### config.mk
export PLATFORM = sky130hd
export DESIGN_NAME = serial_subtractor
export DESIGN_NICKNAME = d
export VERILOG_FILES = /design/src/rtl/serial_subtractor_pkg.sv /design/src/rtl/serial_subtractor_full_subtractor.sv /design/src/rtl/serial_subtractor.sv
export SDC_FILE = /design/constraint.sdc
export NUM_CORES = 1
export LEC_CHECK = 0
export CAP_MARGIN = 20
export CORE_MARGIN = 5
export CORE_UTILIZATION = 50
export CTS_CLUSTER_DIAMETER = 100
export DETAILED_ROUTE_END_ITERATION = 7
export HOLD_SLACK_MARGIN = 0.12
export PLACE_DENSITY = 0.73
export SYNTH_ARGS = -nofsm -noshare
export SYNTH_HDL_FRONTEND = slang
export SYNTH_SLANG_ARGS = --single-unit
export TNS_END_PERCENT = 20
### constraint.sdc
create_clock -name clock -period 1.8 [get_ports clock]
set_input_delay 0.36 -clock clock [delete_from_list [all_inputs] [get_ports clock]]
set_output_delay 0.36 -clock clock [all_outputs]
set_load 0.01 [all_outputs]
### src/rtl/serial_subtractor_pkg.sv
// Shared definitions for the bit-serial subtractor: FSM state encoding and default width.
package serial_subtractor_pkg;

  localparam int DEFAULT_WIDTH = 4;

  typedef enum logic [1:0] {
    IDLE  = 2'd0,
    SHIFT = 2'd1,
    DONE  = 2'd2
  } state_t;

endpackage

### src/rtl/serial_subtractor_full_subtractor.sv
// Single-bit full subtractor: diff = x - y - bi, with borrow out.
module full_subtractor (
  input  logic x,
  input  logic y,
  input  logic bi,
  output logic diff,
  output logic bo
);

  assign diff = x ^ y ^ bi;
  assign bo   = (~x & y) | (~x & bi) | (y & bi);

endmodule

### src/rtl/serial_subtractor.sv
// Bit-serial unsigned subtractor: one full-subtractor cell, LSB first, start/busy/done handshake.
module serial_subtractor
  import serial_subtractor_pkg::*;
#(
  parameter int WIDTH = DEFAULT_WIDTH
) (
  input  logic             clock,
  input  logic             resetn,
  input  logic             start,
  input  logic [WIDTH-1:0] a,
  input  logic [WIDTH-1:0] b,
  input  logic             b_in,
  output logic             busy,
  output logic             done,
  output logic [WIDTH-1:0] d,
  output logic             b_out,
  output logic             zero
);

  localparam int CW = $clog2(WIDTH + 1);
  localparam logic [CW-1:0] LAST = CW'(WIDTH - 1);

  state_t           state;
  logic [CW-1:0]    cnt;
  logic [WIDTH-1:0] op_a;
  logic [WIDTH-1:0] op_b;
  logic [WIDTH-1:0] acc;
  logic             borrow;
  logic             cell_diff;
  logic             cell_bo;
  logic [WIDTH-1:0] acc_next;

  full_subtractor u_cell (
    .x    (op_a[0]),
    .y    (op_b[0]),
    .bi   (borrow),
    .diff (cell_diff),
    .bo   (cell_bo)
  );

  // Each new diff bit enters at the MSB so the LSB-first result ends up in place after WIDTH shifts.
  assign acc_next = {cell_diff, acc[WIDTH-1:1]};

  always_ff @(posedge clock or negedge resetn) begin
    if (!resetn) begin
      state  <= IDLE;
      cnt    <= '0;
      op_a   <= '0;
      op_b   <= '0;
      acc    <= '0;
      borrow <= 1'b0;
      busy   <= 1'b0;
      done   <= 1'b0;
      d      <= '0;
      b_out  <= 1'b0;
      zero   <= 1'b0;
    end else begin
      case (state)
        IDLE: begin
          if (start) begin
            op_a   <= a;
            op_b   <= b;
            borrow <= b_in;
            cnt    <= '0;
            acc    <= '0;
            busy   <= 1'b1;
            state  <= SHIFT;
          end
        end
        SHIFT: begin
          op_a   <= op_a >> 1;
          op_b   <= op_b >> 1;
          borrow <= cell_bo;
          acc    <= acc_next;
          cnt    <= cnt + 1'b1;
          // Final bit: publish the completed result; d never shows partial values.
          if (cnt == LAST) begin
            d     <= acc_next;
            b_out <= cell_bo;
            zero  <= (acc_next == '0);
            busy  <= 1'b0;
            done  <= 1'b1;
            state <= DONE;
          end
        end
        DONE: begin
          done  <= 1'b0;
          state <= IDLE;
        end
        default: begin
          busy  <= 1'b0;
          done  <= 1'b0;
          state <= IDLE;
        end
      endcase
    end
  end

endmodule

==> metrics, run 1 <==
Placed Area=around 0.0013 mm2; # resized after CTS=0; post-cts hold buffer count=0; Mean Syn Cell Area=roughly 12 um2; gr ovfl total=0; Crit Path Max Fanout=3; Setup Fix Bufs, Post-CTS=0; Tcrit/Tclk final=approximately nine tenths; antenna violations before repair=0; Pwr per Cell Area=roughly 1700 mW/mm2; post-synthesis register bit count=25; setup violators final=0; worst-skew pair later-pin latency=about 0.32 ns; wire per inst=~15 um; register area share after synthesis=between 50% and 60%; FF-to-FF End=zero; IO Port Bufs=19; Clk pin slew, worst setup/hold paths=0.13 ns; met2 Track Usage GR=24.4%; GP Congestion=0.716; Final WS setup=between 0.15 and 0.2 ns; hpwl dp=~1500 um; ys async rst share=100%; syn nets=approximately 110; GR Util met3=between 2 and 3%; Detailed Routing Iterations Pass 1=3; Worst VDD drop=approximately 0.9 mV; I/O pin count=20; gr busiest metal=met2; area of the core=around 0.0022 mm2; vias per cell=about 5.6; # diodes=0; Final Util=between 60% and 70%; Post-Syn Area=between 0.001 and 0.0015 mm2; Min Hold Slack=0.387 ns; crit end category=register; CP Data Required Time=between 2 and 2.5 ns; # clock sinks=25; Place WS=0.193 ns; vias in the first global route=slightly above 800; most frequently used flop master after synthesis=dfrtp_1; Tot GR Track Use=14.7%; CTS H-tree lvls=1; Synth cell types=26; die height=57.5 um; synth cell count leaders=dfrtp_1, o21ai_0, nand2_1; # rows=17; slew margin rel.=a little over two thirds; CP Launch Point=borrow; RSZ-0062 raised after global routing=no; DR iter-0 viols=23; top cell type by total area after synthesis=dfrtp_1; Num CTS Buffers=3; CTS tree=done; vias=790; Setup Total Neg Slack=0 ns; critical-path cell list=fa_1, or4b_1, o21ai_1; worst setup path endpoint=zero; # fillers=about 180; share of the synthesized area in the top cell type=55.4%; Area contributors post-synth=dfrtp_1, o221a_2, mux2_4, nand3b_1, o21ai_0; deepest clock path buffer count=2; Worst EP arrival=between 1.5 and 2 ns; global-route wire length before repair=roughly 3700 um; DRC errors left=0; worst r2r src=borrow; share of post-route cells with drive strength above 1=between 10% and 20%; skew final=just under 0.007 ns; Max Transition Viols Final=0; FF-to-FF path depth=3; Root Buffer=clkbuf_4; synth warn=0; status=finished clean; most common cell in the synthesized netlist=dfrtp_1; Starting Density=about half; R2R Setup Slk=between 0.15 and 0.2 ns; crit-path max cell delay=around 0.57 ns; CP startpoint kind=register; chip width=roughly 58 um; FMAX=0.616 GHz; worst slew pin tran=0.439 ns; synth-to-layout area growth=20.1%; Synth Instances=92; Net count, final=~130; final critical-path required period=between 1.5 and 2 ns; met1 usage=a little under a fifth; Antenna Nets Post-Route=0; max_cap viols=0; Layout Cell Area excl Fill=0.00136 mm2; slowest CP cell=fa_1; largest net degree at the start of global routing=26; area of the die=between 0.003 and 0.004 mm2; Leak Pwr=0.616 nW; WS Path Type=register to register; EDFF count, synth=0; Final Hold Viols=0; HP Class=input port to async pin; drt total wl=2120 um
-- cells by family after synthesis --
logic type | Yosys count | synth area share [%]
fa+ha+maj | 3 | 3.99
flops | 25 | 55.4
buf+inv | 11 | 5.54
simple gates | 24 | 13.0
mux | 4 | 5.32
compound gates | 25 | 16.7
-- layout make-up --
class	instances	area, um2	share of cell area (%)
flip-flops and latches	25	626	46.2
multi-input cells	56	440	32.5
repair buffers	21	205	15.1
well taps	28	35.0	2.59
clock buffers	4	26.3	1.94
inverters	6	22.5	1.66
-- layout by cell type (no fill, tap or decap) --
master	Yosys	final
clkdlybuf4s50_1	0	19
o21ai_0	8	8
a211oi_1	1	1
nor2_1	4	4
nand2b_1	2	2
nand3b_1	6	6
dfrtp_1	25	25
or4b_1	1	1
a21oi_1	1	1
clkbuf_4	0	3
o21bai_1	1	1
fa_1	1	1
nor3_1	1	1
a22o_1	3	3
a21boi_0	1	1
inv_1	6	6
o21ai_1	1	1
nand3b_4	1	1
nand2_1	7	7
clkbuf_1	0	1
o21ba_2	1	1
nor2b_1	2	2
o22ai_1	2	2
buf_4	1	2
mux2_4	4	4
o221a_2	6	6
ha_1	2	2
-- report_power, final --
part | internal, mW | switching (mW)
clock | 0.0868 | 0.164
sequential | 0.819 | 0.216
combinational | 0.558 | 0.401
-- worst max-delay path: cells and delay by family, from the launching register on --
family / cells / cell delay [ns]
AND/OR/NAND/NOR: 1 / 0.43
adder cells (fa/ha/maj): 1 / 0.57
flip-flops: 1 / 0.43
AO/OA/AOI/OAI: 1 / 0.13
-- state kept, by name (all words and copies together) (netlist names), 2 cells and up --
signal / cells
d: 4
op_a: 4
op_b: 4
acc: 3
cnt: 3
state: 2
-- stage by stage --
step	cells	power, mW
global route	140	2.43
finish	140	2.24
CTS	140	2.28
floorplan	92	1.70
detailed placement	136	2.02
global placement	136	1.97
-- worst min path at each step --
stage / endpoint / slack (ns) / cells past startpoint
finish: d[1] / 0.39 / 2
global route: d[1] / 0.42 / 2
CTS: d[1] / 0.40 / 2
detailed placement: cnt[1] / 0.49 / 1
global placement: zero / 0.47 / 2
floorplan: acc[1] / 0.06 / 0
-- metal layers --
metal | routed length, um | share of wire, %
met1 | 968 | 46
met2 | 1000 | 47
met3 | 100 | 4.7
met4 | 47 | 2.2
met5 | 0 | 0
Note: power is estimated with default switching activity, not from simulation.
==> inputs of run 2 (changes only) <==
- CORE_UTILIZATION: 50 -> 51
- PLACE_DENSITY: 0.73 -> 0.75
- SETUP_SLACK_MARGIN: default -> 0.2
- SYNTH_HIERARCHICAL: default -> 1
- clock period: 1.8 -> 1.6 ns (I/O delays scaled with it)
==> run 2 against run 1 <==
Effect of this change: the run now ends with negative setup slack left; area after synthesis grew 1.4%; clock power up 16%; routed wire length rose by 3.4%.
==> metrics, run 2 <==
register area share after synthesis=a little over half; Final Hold Viols=0; vias=between 700 and 800; syn nets=approximately 110; synth-to-layout area growth=27.4%; FF-to-FF End=zero; most frequent cells in the layout=dfrtp_1, clkdlybuf4s50_1, nor2_1; violated checks=negative setup slack; hpwl dp=roughly 1600 um; most common cell after layout, fill and taps aside=dfrtp_1; drt total wl=about 2200 um; post-synthesis register bit count=25; HP Class=input port to async pin; CP startpoint kind=register; wire per inst=roughly 15 um; compound-gate portion of the synthesized area=17.3%; share of post-route cells with drive strength above 1=approximately 28%; die height=approximately 57 um; CP Data Required Time=roughly 1.9 ns; worst slew pin tran=between 0.3 and 0.4 ns; Layout Cell Area excl Fill=0.00146 mm2; Mean Syn Cell Area=between 10 and 15 um2; share of the synthesized area in the top cell type=between 50% and 60%; FMAX=between 0.6 and 0.7 GHz; antenna violations before repair=0; Detailed Routing Iterations Pass 1=3; crit end category=register; Synth Instances=91; most frequently used flop master after synthesis=dfrtp_1; gr ovfl total=0; Placed Area=approximately 0.0014 mm2; vias in the first global route=approximately 860; Num CTS Buffers=3; setup violators final=1; slew margin rel.=roughly 78%; Clk pin slew, worst setup/hold paths=approximately 0.15 ns; DRC errors left=0; Crit Path Max Fanout=3; Area contributors post-synth=dfrtp_1, mux2_4, a22o_1, a211oi_2, nor2_1; CTS H-tree lvls=1; final critical-path required period=approximately 1.6 ns; Adder-Cell Fraction of Synth Area=about 3.9%; Top Registers=d (4), op_a (4), op_b (4); CTS tree=done; area of the die=approximately 0.0033 mm2; CP Launch Point=op_a[0]; chip width=~57 um; total power=2.75 mW; multiplexer area fraction after synthesis=~6.6%; largest net degree at the start of global routing=26; Leak Pwr=~0.7 nW; # fillers=around 170; Starting Density=between 50% and 60%; # clock sinks=25; simple logic cell fraction of the synthesized area=approximately an eighth; Synth cell types=27; skew final=between 0.015 and 0.02 ns; FF-to-FF path depth=5; Root Buffer=clkbuf_4; most common cell in the synthesized netlist=dfrtp_1; I/O pin count=20; status=complete, but fails checks; worst-skew pair later-pin latency=0.32 ns; Tcrit/Tclk final=101%; deepest clock path buffer count=2; GP Congestion=between 0.7 and 0.8; Post-Syn Area=around 0.0011 mm2; R2R Setup Slk=-0.02 ns; Pwr per Cell Area=between 1500 and 2000 mW/mm2; RSZ-0062 raised after global routing=yes; Net count, final=134; Max Transition Viols Final=0; DR iter-0 viols=17; vias per cell=5.42; # diodes=0; Worst EP arrival=between 1.5 and 2 ns; synth cell count leaders=dfrtp_1, nor2_1, inv_1, a22o_1, mux2_4; ys async rst share=100%; global-route wire length before repair=between 4000 and 5000 um; Tot GR Track Use=between 10% and 20%; synth warn=6; Worst VDD drop=~1 mV; Final WS setup=-0.0227 ns; area of the core=around 0.0022 mm2; xor/xnor share of the synthesized area=0%; EDFF count, synth=0; Antenna Nets Post-Route=0; IO Port Bufs=19; # rows=17; worst setup path endpoint=zero; top cell type by total area after synthesis=dfrtp_1; max_cap viols=0; main combinational cell family by area after synthesis=compound AO/OA/AOI/OAI gates; worst r2r src=op_a[0]; WS Path Type=register to register
==> run 2: cell count changes in the layout (fill, tap and decap cells not counted), moves of 4 or more <==
| cell | before | now |
|---|---|---|
| dlygate4sd2_1 | 0 | 6 |
| o21ai_0 | 8 | 2 |
| buf_4 | 2 | 8 |
| nand2_1 | 7 | 3 |
| clkdlybuf4s50_1 | 19 | 11 |
| a211oi_2 | 0 | 4 |
| nor2_1 | 4 | 10 |
==> run 2: worst min path at each step <==
stage	from	endpoint	slack (ns)	depth (start not counted)
global route	resetn	cnt[2]	0.34	2
global placement	zero	zero	0.47	2
floorplan	resetn	acc[1]	0.02	0
detailed placement	op_b[3]	op_b[3]	0.49	1
CTS	resetn	d[2]	0.34	2
finish	resetn	op_b[0]	0.34	2
==> run 2: what timing repair did <==
action,in CTS,in global routing
gates cloned,0,0
setup endpoints to repair,14,20
hold buffers,0,0
gates resized for setup,11,9
setup buffers,2,1
pin swaps,1,3
==> run 2: per-layer routing <==
layer	GRT usage [%]	wire [um]	part of all wire (%)
met1	20.9	1020	47
met2	25.0	1060	49
met3	3.39	102	4.7
met4	4.97	0	0
met5	0	0	0
==> run 2: kinds of logic after synthesis <==
group,after synthesis
flip-flops,25
multiplexers,5
adder cells (fa/ha/maj),3
AO/OA/AOI/OAI,22
buffers and inverters,11
AND/OR/NAND/NOR,25
==> run 2: area by class of cell <==
cell class | count | area [um2] | area share (%)
clock buffers | 3 | 22.5 | 1.54
clock inverters | 1 | 7.51 | 0.515
flip-flops and latches | 25 | 627 | 43.0
multi-input cells | 55 | 498 | 34.1
well taps | 28 | 35.0 | 2.40
repair buffers | 27 | 243 | 16.6
inverters | 7 | 26.3 | 1.80
==> run 2: stage by stage <==
stage	TNS (ns)	setup WS [ns]	utilization [%]	instances	hold slack [ns]
2_1_floorplan	0	0.0789	-	91	0.0244
3_3_place_gp	0	0.0631	63.3	139	0.470
3_5_place_dp	-0.00444	-0.00444	63.3	139	0.495
4_1_cts	-0.0403	-0.0403	65.6	145	0.337
5_1_grt	-0.0951	-0.0951	67.2	146	0.341
6_report	-0.0227	-0.0227	67.2	146	0.337
==> run 2: critical path: stages (launching register included) <==
cell     delay, ns
dfrtp_1       0.38
inv_2         0.04
fa_1          0.52
inv_1         0.06
or4_4         0.41
o21ai_2       0.14
==> run 2: report_power, final <==
| part | internal [mW] | switching [mW] |
|---|---|---|
| Clock | 0.0954 | 0.194 |
| Combinational | 0.740 | 0.570 |
| Sequential | 0.922 | 0.232 |
